<file path="src/rtl/cam_lookup_ctrl.sv">
`default_nettype none
// ============================================================================
// Module   : cam_lookup_ctrl
// Purpose  : CAM initiator. Searches a key and returns the hit index. On a miss
//            it allocates round-robin, writes the key, reads it back, and
//            returns the new index.
// Revision : 1.0  initial release
// ============================================================================
module cam_lookup_ctrl #(
  parameter int ARRAY_WIDTH_LOG2 = 5,
  parameter int ARRAY_SIZE_LOG2  = 5
) (
  input  logic                              clk,
  input  logic                              reset,
  input  logic                              req_valid_i,
  output logic                              req_ready_o,
  input  logic [(2**ARRAY_WIDTH_LOG2)-1:0]  req_key_i,
  output logic                              resp_valid_o,
  input  logic                              resp_ready_i,
  output logic [ARRAY_SIZE_LOG2-1:0]        resp_index_o,
  output logic                              resp_hit_o,
  output logic                              resp_evict_o,
  output logic                              resp_error_o,
  output logic [ARRAY_SIZE_LOG2:0]          occupancy_o,
  output logic                              cam_write_o,
  output logic [ARRAY_SIZE_LOG2-1:0]        cam_write_index_o,
  output logic [(2**ARRAY_WIDTH_LOG2)-1:0]  cam_write_data_o,
  output logic                              cam_read_o,
  output logic [ARRAY_SIZE_LOG2-1:0]        cam_read_index_o,
  output logic                              cam_search_o,
  output logic [(2**ARRAY_WIDTH_LOG2)-1:0]  cam_search_data_o,
  input  logic                              cam_read_valid_i,
  input  logic [(2**ARRAY_WIDTH_LOG2)-1:0]  cam_read_value_i,
  input  logic                              cam_search_valid_i,
  input  logic [ARRAY_SIZE_LOG2-1:0]        cam_search_index_i
);

  localparam int c_key_w = 2**ARRAY_WIDTH_LOG2;
  localparam logic [ARRAY_SIZE_LOG2:0] c_full = (ARRAY_SIZE_LOG2+1)'(1) << ARRAY_SIZE_LOG2;

  typedef enum logic [2:0] {
    S_IDLE   = 3'd0,
    S_SEARCH = 3'd1,
    S_WRITE  = 3'd2,
    S_VERIFY = 3'd3,
    S_RESP   = 3'd4
  } state_t;

  state_t                     r_state;
  logic [c_key_w-1:0]         r_key;
  logic [ARRAY_SIZE_LOG2-1:0] r_idx;
  logic [ARRAY_SIZE_LOG2-1:0] r_alloc;
  logic [ARRAY_SIZE_LOG2:0]   r_occ;

  // Index and data buses follow the holding registers; only the enables are state-decoded.
  assign resp_index_o      = r_idx;
  assign occupancy_o       = r_occ;
  assign cam_write_index_o = r_idx;
  assign cam_write_data_o  = r_key;
  assign cam_read_index_o  = r_idx;
  assign cam_search_data_o = r_key;

  always_ff @(posedge clk or negedge reset) begin
    if (!reset) begin
      r_state      <= S_IDLE;
      r_key        <= '0;
      r_idx        <= '0;
      r_alloc      <= '0;
      r_occ        <= '0;
      req_ready_o  <= 1'b1;
      resp_valid_o <= 1'b0;
      resp_hit_o   <= 1'b0;
      resp_evict_o <= 1'b0;
      resp_error_o <= 1'b0;
      cam_write_o  <= 1'b0;
      cam_read_o   <= 1'b0;
      cam_search_o <= 1'b0;
    end else begin
      case (r_state)
        S_IDLE: begin
          if (req_valid_i) begin
            r_key        <= req_key_i;
            req_ready_o  <= 1'b0;
            cam_search_o <= 1'b1;
            r_state      <= S_SEARCH;
          end
        end
        S_SEARCH: begin
          cam_search_o <= 1'b0;
          resp_error_o <= 1'b0;
          if (cam_search_valid_i) begin
            r_idx        <= cam_search_index_i;
            resp_hit_o   <= 1'b1;
            resp_evict_o <= 1'b0;
            resp_valid_o <= 1'b1;
            r_state      <= S_RESP;
          end else begin
            r_idx        <= r_alloc;
            resp_hit_o   <= 1'b0;
            resp_evict_o <= (r_occ == c_full);
            cam_write_o  <= 1'b1;
            r_state      <= S_WRITE;
          end
        end
        S_WRITE: begin
          cam_write_o <= 1'b0;
          cam_read_o  <= 1'b1;
          r_alloc     <= r_alloc + 1'b1;
          if (r_occ != c_full) begin
            r_occ <= r_occ + 1'b1;
          end
          r_state <= S_VERIFY;
        end
        S_VERIFY: begin
          cam_read_o   <= 1'b0;
          resp_hit_o   <= 1'b0;
          resp_error_o <= !(cam_read_valid_i && (cam_read_value_i == r_key));
          resp_valid_o <= 1'b1;
          r_state      <= S_RESP;
        end
        S_RESP: begin
          if (resp_ready_i) begin
            resp_valid_o <= 1'b0;
            req_ready_o  <= 1'b1;
            r_state      <= S_IDLE;
          end
        end
        default: begin
          resp_valid_o <= 1'b0;
          req_ready_o  <= 1'b1;
          cam_write_o  <= 1'b0;
          cam_read_o   <= 1'b0;
          cam_search_o <= 1'b0;
          r_state      <= S_IDLE;
        end
      endcase
    end
  end

endmodule
`default_nettype wire

</file>
<file path="config.mk">
export PLATFORM = sky130hd
export DESIGN_NAME = cam_lookup_ctrl
export DESIGN_NICKNAME = d
export VERILOG_FILES = /design/src/rtl/cam_lookup_ctrl.sv
export SDC_FILE = /design/constraint.sdc
export NUM_CORES = 1
export LEC_CHECK = 0
export BUFFER_PORTS_ARGS = -buffer_cell sky130_fd_sc_hd__buf_2
export CORE_MARGIN = 10
export CORE_UTILIZATION = 45
export DETAILED_ROUTE_END_ITERATION = 16
export PLACE_DENSITY = 0.88
export SLEW_MARGIN = 20
export SYNTH_ARGS = -nofsm -noshare
export SYNTH_HDL_FRONTEND = slang
export SYNTH_SLANG_ARGS = --single-unit
</file>
<file path="constraint.sdc">
create_clock -name clk -period 1.75 [get_ports clk]
set_input_delay 0.2625 -clock clk [delete_from_list [all_inputs] [get_ports clk]]
set_output_delay 0.2625 -clock clk [all_outputs]
set_load 0.05 [all_outputs]
</file>
==> results.md, run 1 <==
- Result of the run: finished clean
- Gr busiest metal: met2
- Post-synth EDFFs: 0
- R2R setup slack: roughly 0.13 ns
- Final-report max-slew violation count: 0
- Worst hold path type: in -> reg
- Post-synth ARST share: 100.0%
- Core box area: 6719 um2
- Crit Path Category: reg -> reg
- Worst reg2reg startpoint: cam_search_data_o[13]
- Slew margin rel.: 76.15%
- DP Wirelength: 7035 um
- GP Congestion: around 0.9
- Hold path cells: 2
- Mapped Cells: ~270
- Seq cells post-synth: 59
- Die W: 102.6 um
- Post-synthesis cell type count: 32
- # clock sinks: 59
- Die area: 10,530 um2
- Startpoint Class: flop
- CP dominant cell by count: nor4_2
- WHS Endpoint: cam_search_data_o[29]
- CTS buffer count: 9
- Total GRT Usage: about 17%
- # port buffers: 167
- CTS root buffer: clkbuf_8
- Antenna violations before repair: 0
- Total grt overflow: 0
- Leading area contributor after synthesis: dfrtp_1
- Vias/cell: 4.913
- Top cell type's share of synthesized area: 47.23%
- Initial Utilization: between 40% and 50%
- Final worst setup slack: 0.1335 ns
- Global Route met2 Usage: 29.93%
- Top_reg_cell synth: dfrtp_1
- Crit-path max FO: 4
- Clk Latency, worst-skew pair: about 0.33 ns
- Largest net degree at the start of global routing: 60
- Via count: approximately 2.4k
- I/O pins: about 170
- WL final: 8745 um
- YS warnings: 0
- DRC errors left: 0
- Detailed Routing Iterations Pass 1: 4
- Avg Inst Size Synth: 11.60 um2
- Height of the die: 102.6 um
- Clk pin slew, worst setup/hold paths: 0.07 ns
- GR Util met3: 4.625%
- Nets: 476
- Buf/Inv on CP: 0
- DRT iter0 DRCs: 51
- First-pass GRT wire length: roughly 14,000 um
- CTS tree: built
- FP Rows: 30
- Synth area leaders: dfrtp_1 47%, mux2_2 12%, buf_4 11%
- Reg-to-reg endpoint: resp_error_o
- Max incr delay on CP: 0.42 ns
- Mapped cell area: 3073 um2
- Worst-Margin Slew: 0.3577 ns
- Min Tclk post-route: between 1.5 and 2 ns
- Unrepaired setup endpoints after global routing: no
- Number of post-CTS setup repair buffers: 0
- Worst EP required: 1.95 ns
- Setup violators final: 0
- Antenna-violating nets left: 0
- Finished Core Util: 58.62%
- Place WS: 0.03987 ns
- Peak Freq: 0.6186 GHz
- CTS H-tree depth: 3
- Maximum clock path buffer count: 2
- Crit-path leading delay family: simple AND/OR/NAND/NOR gates
- Setup tns final: 0 ns
- Number of global-route vias before repair: between 2k and 3k
- Nature of the critical path endpoint: flop
- Fin crit share: between 90 and 100%
- Ant. Diodes: 0
- CP Depth: 5
- Max Cap Viol: 0
- Worst Skew: around 0.0086 ns
- Syn Nets: approximately 340
- Critical-path cell list: xor2_1 -> nor4_2 -> nand4_1 -> nor4_2 -> a21oi_1
- DR WL/cell: 18.11 um
- CP max stage cell: dfrtp_1
- FF-to-FF path depth: 5
- Area grow syn2layout: 28.18%
- Met1 track demand over resource: 17.74%
- Fraction of layout cells with a size suffix above 1: ~58%
- Register area share after synthesis: 48.09%
- Worst path arrival time: 1.82 ns
- Final Hold Fails: 0
- HP Start: req_key_i[29]
[kinds of logic after synthesis]
| logic type | count (synthesis) | synth area share [%] |
|---|---|---|
| AO/OA/AOI/OAI | 20 | 4.113 |
| XOR/XNOR | 41 | 11.69 |
| adder cells (fa/ha/maj) | 3 | 1.222 |
| multiplexers | 38 | 13.72 |
| flip-flops | 59 | 48.09 |
| buffers and inverters | 53 | 12.46 |
| AND/OR/NAND/NOR | 51 | 8.713 |
[per-stage QoR]
stage | instances | area (um2) | hold slack, ns
after detailed placement | 466 | 3689 | 0.3000
after global placement | 466 | 3689 | 0.2899
after global routing | 483 | 3939 | 0.1363
after CTS | 483 | 3908 | 0.1422
after floorplan | 265 | 3073 | -0.03309
final | 483 | 3939 | 0.1551
[state kept, by name, summed over array words and instances, names as in the netlist]
name               count
cam_search_data_o     32
occupancy_o            6
cam_read_index_o       5
r_alloc                5
r_state                3
cam_read_o             1
cam_search_o           1
cam_write_o            1
req_ready_o            1
resp_error_o           1
resp_evict_o           1
resp_hit_o             1
resp_valid_o           1
[metal layers]
layer  part of all wire [%]  vias up
met5                      0        -
li1                       -     1128
met4                    2.1        0
met1                     37     1148
met2                     55       84
met3                    6.3       13
[cell type report]
class / instances / area [um2]
fillers: 588 / 2780
flip-flops and latches: 59 / 1478
multi-input cells: 153 / 1244
repair buffers: 171 / 893.4
clock buffers: 11 / 131.4
well taps: 80 / 100.1
clock inverters: 5 / 77.57
inverters: 4 / 15.01
[worst max path at each step]
stage / from / to / slack, ns
2_1_floorplan: cam_search_data_o[5] / resp_error_o / 0.09
3_3_place_gp: cam_search_data_o[10] / resp_error_o / 0.13
3_5_place_dp: cam_search_data_o[10] / resp_error_o / 0.04
4_1_cts: cam_search_data_o[10] / resp_error_o / 0.03
5_1_grt: cam_search_data_o[13] / resp_error_o / 0.02
6_report: cam_search_data_o[13] / resp_error_o / 0.13
[synthesized netlist by cell type, types with 2 or more instances]
cell / instances
nand2_1: 18
xnor2_1: 17
o21ai_1: 2
buf_6: 2
clkbuf_1: 2
nor2_1: 7
inv_1: 2
mux2_2: 32
ha_1: 3
a21oi_1: 4
mux2i_1: 5
o21ai_2: 3
and3_1: 2
buf_4: 45
dfrtp_1: 58
xor2_1: 24
nand4_1: 8
nor4_1: 6
inv_2: 2
nor3_1: 5
o21ai_0: 7
[cells in the final DEF (no fill, tap or decap), types with 3 or more instances in the layout]
cell      netlist  final
nand2_1        18     18
o21ai_2         3      3
buf_2           0    167
nor3_1          5      5
o21ai_0         7      7
ha_1            3      3
xor2_1         24     24
nand4_1         8      8
nor4_2          0      5
xnor2_1        17     17
clkbuf_8        0      9
a21oi_1         4      4
mux2i_1         5      5
mux2_2         32     32
dfrtp_1        58     58
nor2_1          7      7
[worst register-to-register path: stages, from the launching register on]
cell	delay (ns)
dfrtp_1	0.42
xor2_1	0.20
nor4_2	0.32
nand4_1	0.16
nor4_2	0.29
a21oi_1	0.09
[timing repair]
action | in CTS | in global routing
endpoints found under the setup margin | 0 | 1
gates resized for setup | 0 | 5
hold buffers | 1 | 0
endpoints found under the hold margin | 58 | 0
Power of run 1 is not shown: default switching activity piles up to over one toggle a cycle in this logic, so the estimate is an artifact.
==> run 2: changes to the inputs <==
BUFFER_PORTS_ARGS = not set   (was -buffer_cell sky130_fd_sc_hd__buf_2)
CORE_UTILIZATION = 55   (was 45)
DONT_BUFFER_PORTS = 1   (was not set)
PLACE_DENSITY = 0.77   (was 0.88)
==> run 2 against run 1 <==
First-iteration DRC count increased by 3.9%. Maximum frequency about the same. Worst hold slack lost 0.13 ns. Clock skew decreased by 0.0016 ns. Cell area decreased by 12%. Clock-buffer cell count is the same. Critical path depth stayed put.
==> results.md, run 2 (synthesis gave the netlist of run 1 again) <==
- Result of the run: finished clean (unchanged)
- HP Start: cam_search_valid_i (was req_key_i[29])
- FP Rows: 27 (was 30)
- Core box area: 5473 um2 (was 6719 um2)
- CTS root buffer: clkbuf_8 (unchanged)
- FF-to-FF path depth: 5 (unchanged)
- Most frequent cells in the layout: 58 x dfrtp_1, 48 x buf_4, 32 x mux2_2 (was 167 x buf_2, 58 x dfrtp_1, 32 x mux2_2)
- Nature of the critical path endpoint: flop (unchanged)
- Max reg flops: 32 (unchanged)
- Antenna-violating nets left: 0 (unchanged)
- CTS tree: built (unchanged)
- Fraction of layout cells with a size suffix above 1: 39.22% (was 57.57%)
- Clk Latency, worst-skew pair: 0.32 ns (was 0.33 ns)
- Total grt overflow: 0 (unchanged)
- Worst-Margin Slew: 0.5428 ns (was 0.3577 ns)
- Worst path arrival time: 1.80 ns (was 1.82 ns)
- WHS Endpoint: r_state[1] (was cam_search_data_o[29])
- Buf/Inv on CP: 0 (unchanged)
- Die area: 8977 um2 (was 10,530 um2)
- Startpoint Class: flop (unchanged)
- Height of the die: 94.75 um (was 102.6 um)
- Ant. Diodes: 0 (unchanged)
- WL final: 7198 um (was 8745 um)
- Hold path cells: 1 (was 2)
- Critical-path cell list: xor2_1 -> nor4_1 -> nand4_1 -> nor4_1 -> a21oi_1 (was xor2_1 -> nor4_2 -> nand4_1 -> nor4_2 -> a21oi_1)
- Worst Skew: 0.007050 ns (was 0.008633 ns)
- Crit-path max FO: 2 (was 4)
- Largest net degree at the start of global routing: 60 (unchanged)
- CTS H-tree depth: 3 (unchanged)
- Worst hold path type: in -> reg (unchanged)
- Initial Utilization: 56.15% (was 45.74%)
- I/O pins: 168 (unchanged)
- Detailed Routing Iterations Pass 1: 4 (unchanged)
- First-pass GRT wire length: 11,250 um (was 13,520 um)
- Area grow syn2layout: 12.34% (was 28.18%)
- Final Hold Fails: 0 (unchanged)
- Finished Core Util: 63.08% (was 58.62%)
- Total GRT Usage: 16.36% (was 16.62%)
- Slew margin rel.: 63.81% (was 76.15%)
- Clk pin slew, worst setup/hold paths: 0.07 ns (about the same)
- CP max stage cell: dfrtp_1 (unchanged)
- Max Cap Viol: 0 (unchanged)
- # clock sinks: 59 (unchanged)
- DRT iter0 DRCs: 53 (was 51)
- Gr busiest metal: met2 (unchanged)
- GR Util met3: 7.296% (was 4.625%)
- R2R setup slack: 0.13 ns (about the same)
- Die W: 94.75 um (was 102.6 um)
- Nets: 356 (was 476)
- Min Tclk post-route: 1.617 ns (was 1.616 ns)
- DP Wirelength: 5571 um (was 7035 um)
- CP dominant cell by count: nor4_1 (was nor4_2)
- Vias/cell: 5.403 (was 4.913)
- Crit-path leading delay family: simple AND/OR/NAND/NOR gates (unchanged)
- Number of post-CTS setup repair buffers: 0 (unchanged)
- GP Congestion: 0.7774 (was 0.9002)
- Worst reg2reg startpoint: cam_search_data_o[0] (was cam_search_data_o[13])
- Number of global-route vias before repair: 2,115 (was 2,623)
- Crit Path Category: reg -> reg (unchanged)
- DRC errors left: 0 (unchanged)
- Maximum clock path buffer count: 2 (unchanged)
- Worst EP required: 1.93 ns (was 1.95 ns)
- Unrepaired setup endpoints after global routing: no (unchanged)
- Reg-to-reg endpoint: resp_error_o (unchanged)
- Met1 track demand over resource: 16.93% (was 17.74%)
- Fin crit share: 92.43% (was 92.37%)
- Peak Freq: 0.6183 GHz (was 0.6186 GHz)
- # port buffers: 0 (was 167)
- CTS buffer count: 9 (unchanged)
- Antenna violations before repair: 0 (unchanged)
- Global Route met2 Usage: 28.43% (was 29.93%)
- Final-report max-slew violation count: 0 (unchanged)
- DR WL/cell: 20.28 um (was 18.11 um)
- Max incr delay on CP: 0.40 ns (was 0.42 ns)
- Commonest non-fill, non-tap cell in the layout: dfrtp_1 (was buf_2)
- Via count: 1,918 (was 2,373)
- Setup violators final: 0 (unchanged)
- Setup tns final: 0 ns (unchanged)
run 2: cell count changes in the layout (fill, tap and decap cells not counted):
cell / before / now
clkbuf_8: 9 / 11
nor4_2: 5 / 2
buf_2: 167 / 0
buf_16: 0 / 1
buf_4: 1 / 48
buf_12: 2 / 1
clkinvlp_4: 1 / 0
clkinv_2: 2 / 3
clkbuf_1: 2 / 0
nor4_1: 1 / 4
run 2: routing by layer:
layer,part of all wire [%],vias to the layer above
met3,10,8
met2,53,88
met1,35,931
met4,1.5,0
li1,-,891
met5,0,-
run 2: worst register-to-register path: stages (launching register included):
cell and delay, ns:
dfrtp_1 0.40, xor2_1 0.17, nor4_1 0.33, nand4_1 0.20
nor4_1 0.29, a21oi_1 0.10
run 2: final cells by class:
class                      instances  area [um2]
clock buffer                      11       151.4
timing repair buffer              51       417.9
inverter                           4       15.01
clock inverter                     5       75.07
multi-input combinational        153        1225
tap                               72       90.09
fill                             444        2021
sequential                        59        1478
run 2: worst max-delay path by stage:
stage	startpoint	end	slack, ns	cells after the start
floorplan	cam_search_data_o[5]	resp_error_o	0.09	5
global placement	cam_search_data_o[0]	resp_error_o	0.11	5
detailed placement	cam_search_data_o[0]	resp_error_o	0.12	5
CTS	cam_search_data_o[0]	resp_error_o	0.10	5
global route	cam_search_data_o[0]	resp_error_o	0.02	5
finish	cam_search_data_o[0]	resp_error_o	0.13	5
run 2: repair_timing:
item,4_1_cts,5_1_grt
gates resized for setup,0,2
hold buffers,2,0
endpoints found under the setup margin,0,1
endpoints found under the hold margin,59,0
run 2: through the flow:
stage                     instance area, um2  hold WS, ns  instances  setup slack (ns)
final                                   3452      0.02853        355            0.1326
after global routing                    3452      0.01311        355           0.02241
after CTS                               3440      0.01153        355            0.1045
after detailed placement                3176     -0.03158        337            0.1181
after global placement                  3176     -0.03156        337            0.1097
after floorplan                         3073     -0.03309        265           0.09417
Power of run 2 is left out for the same reason.
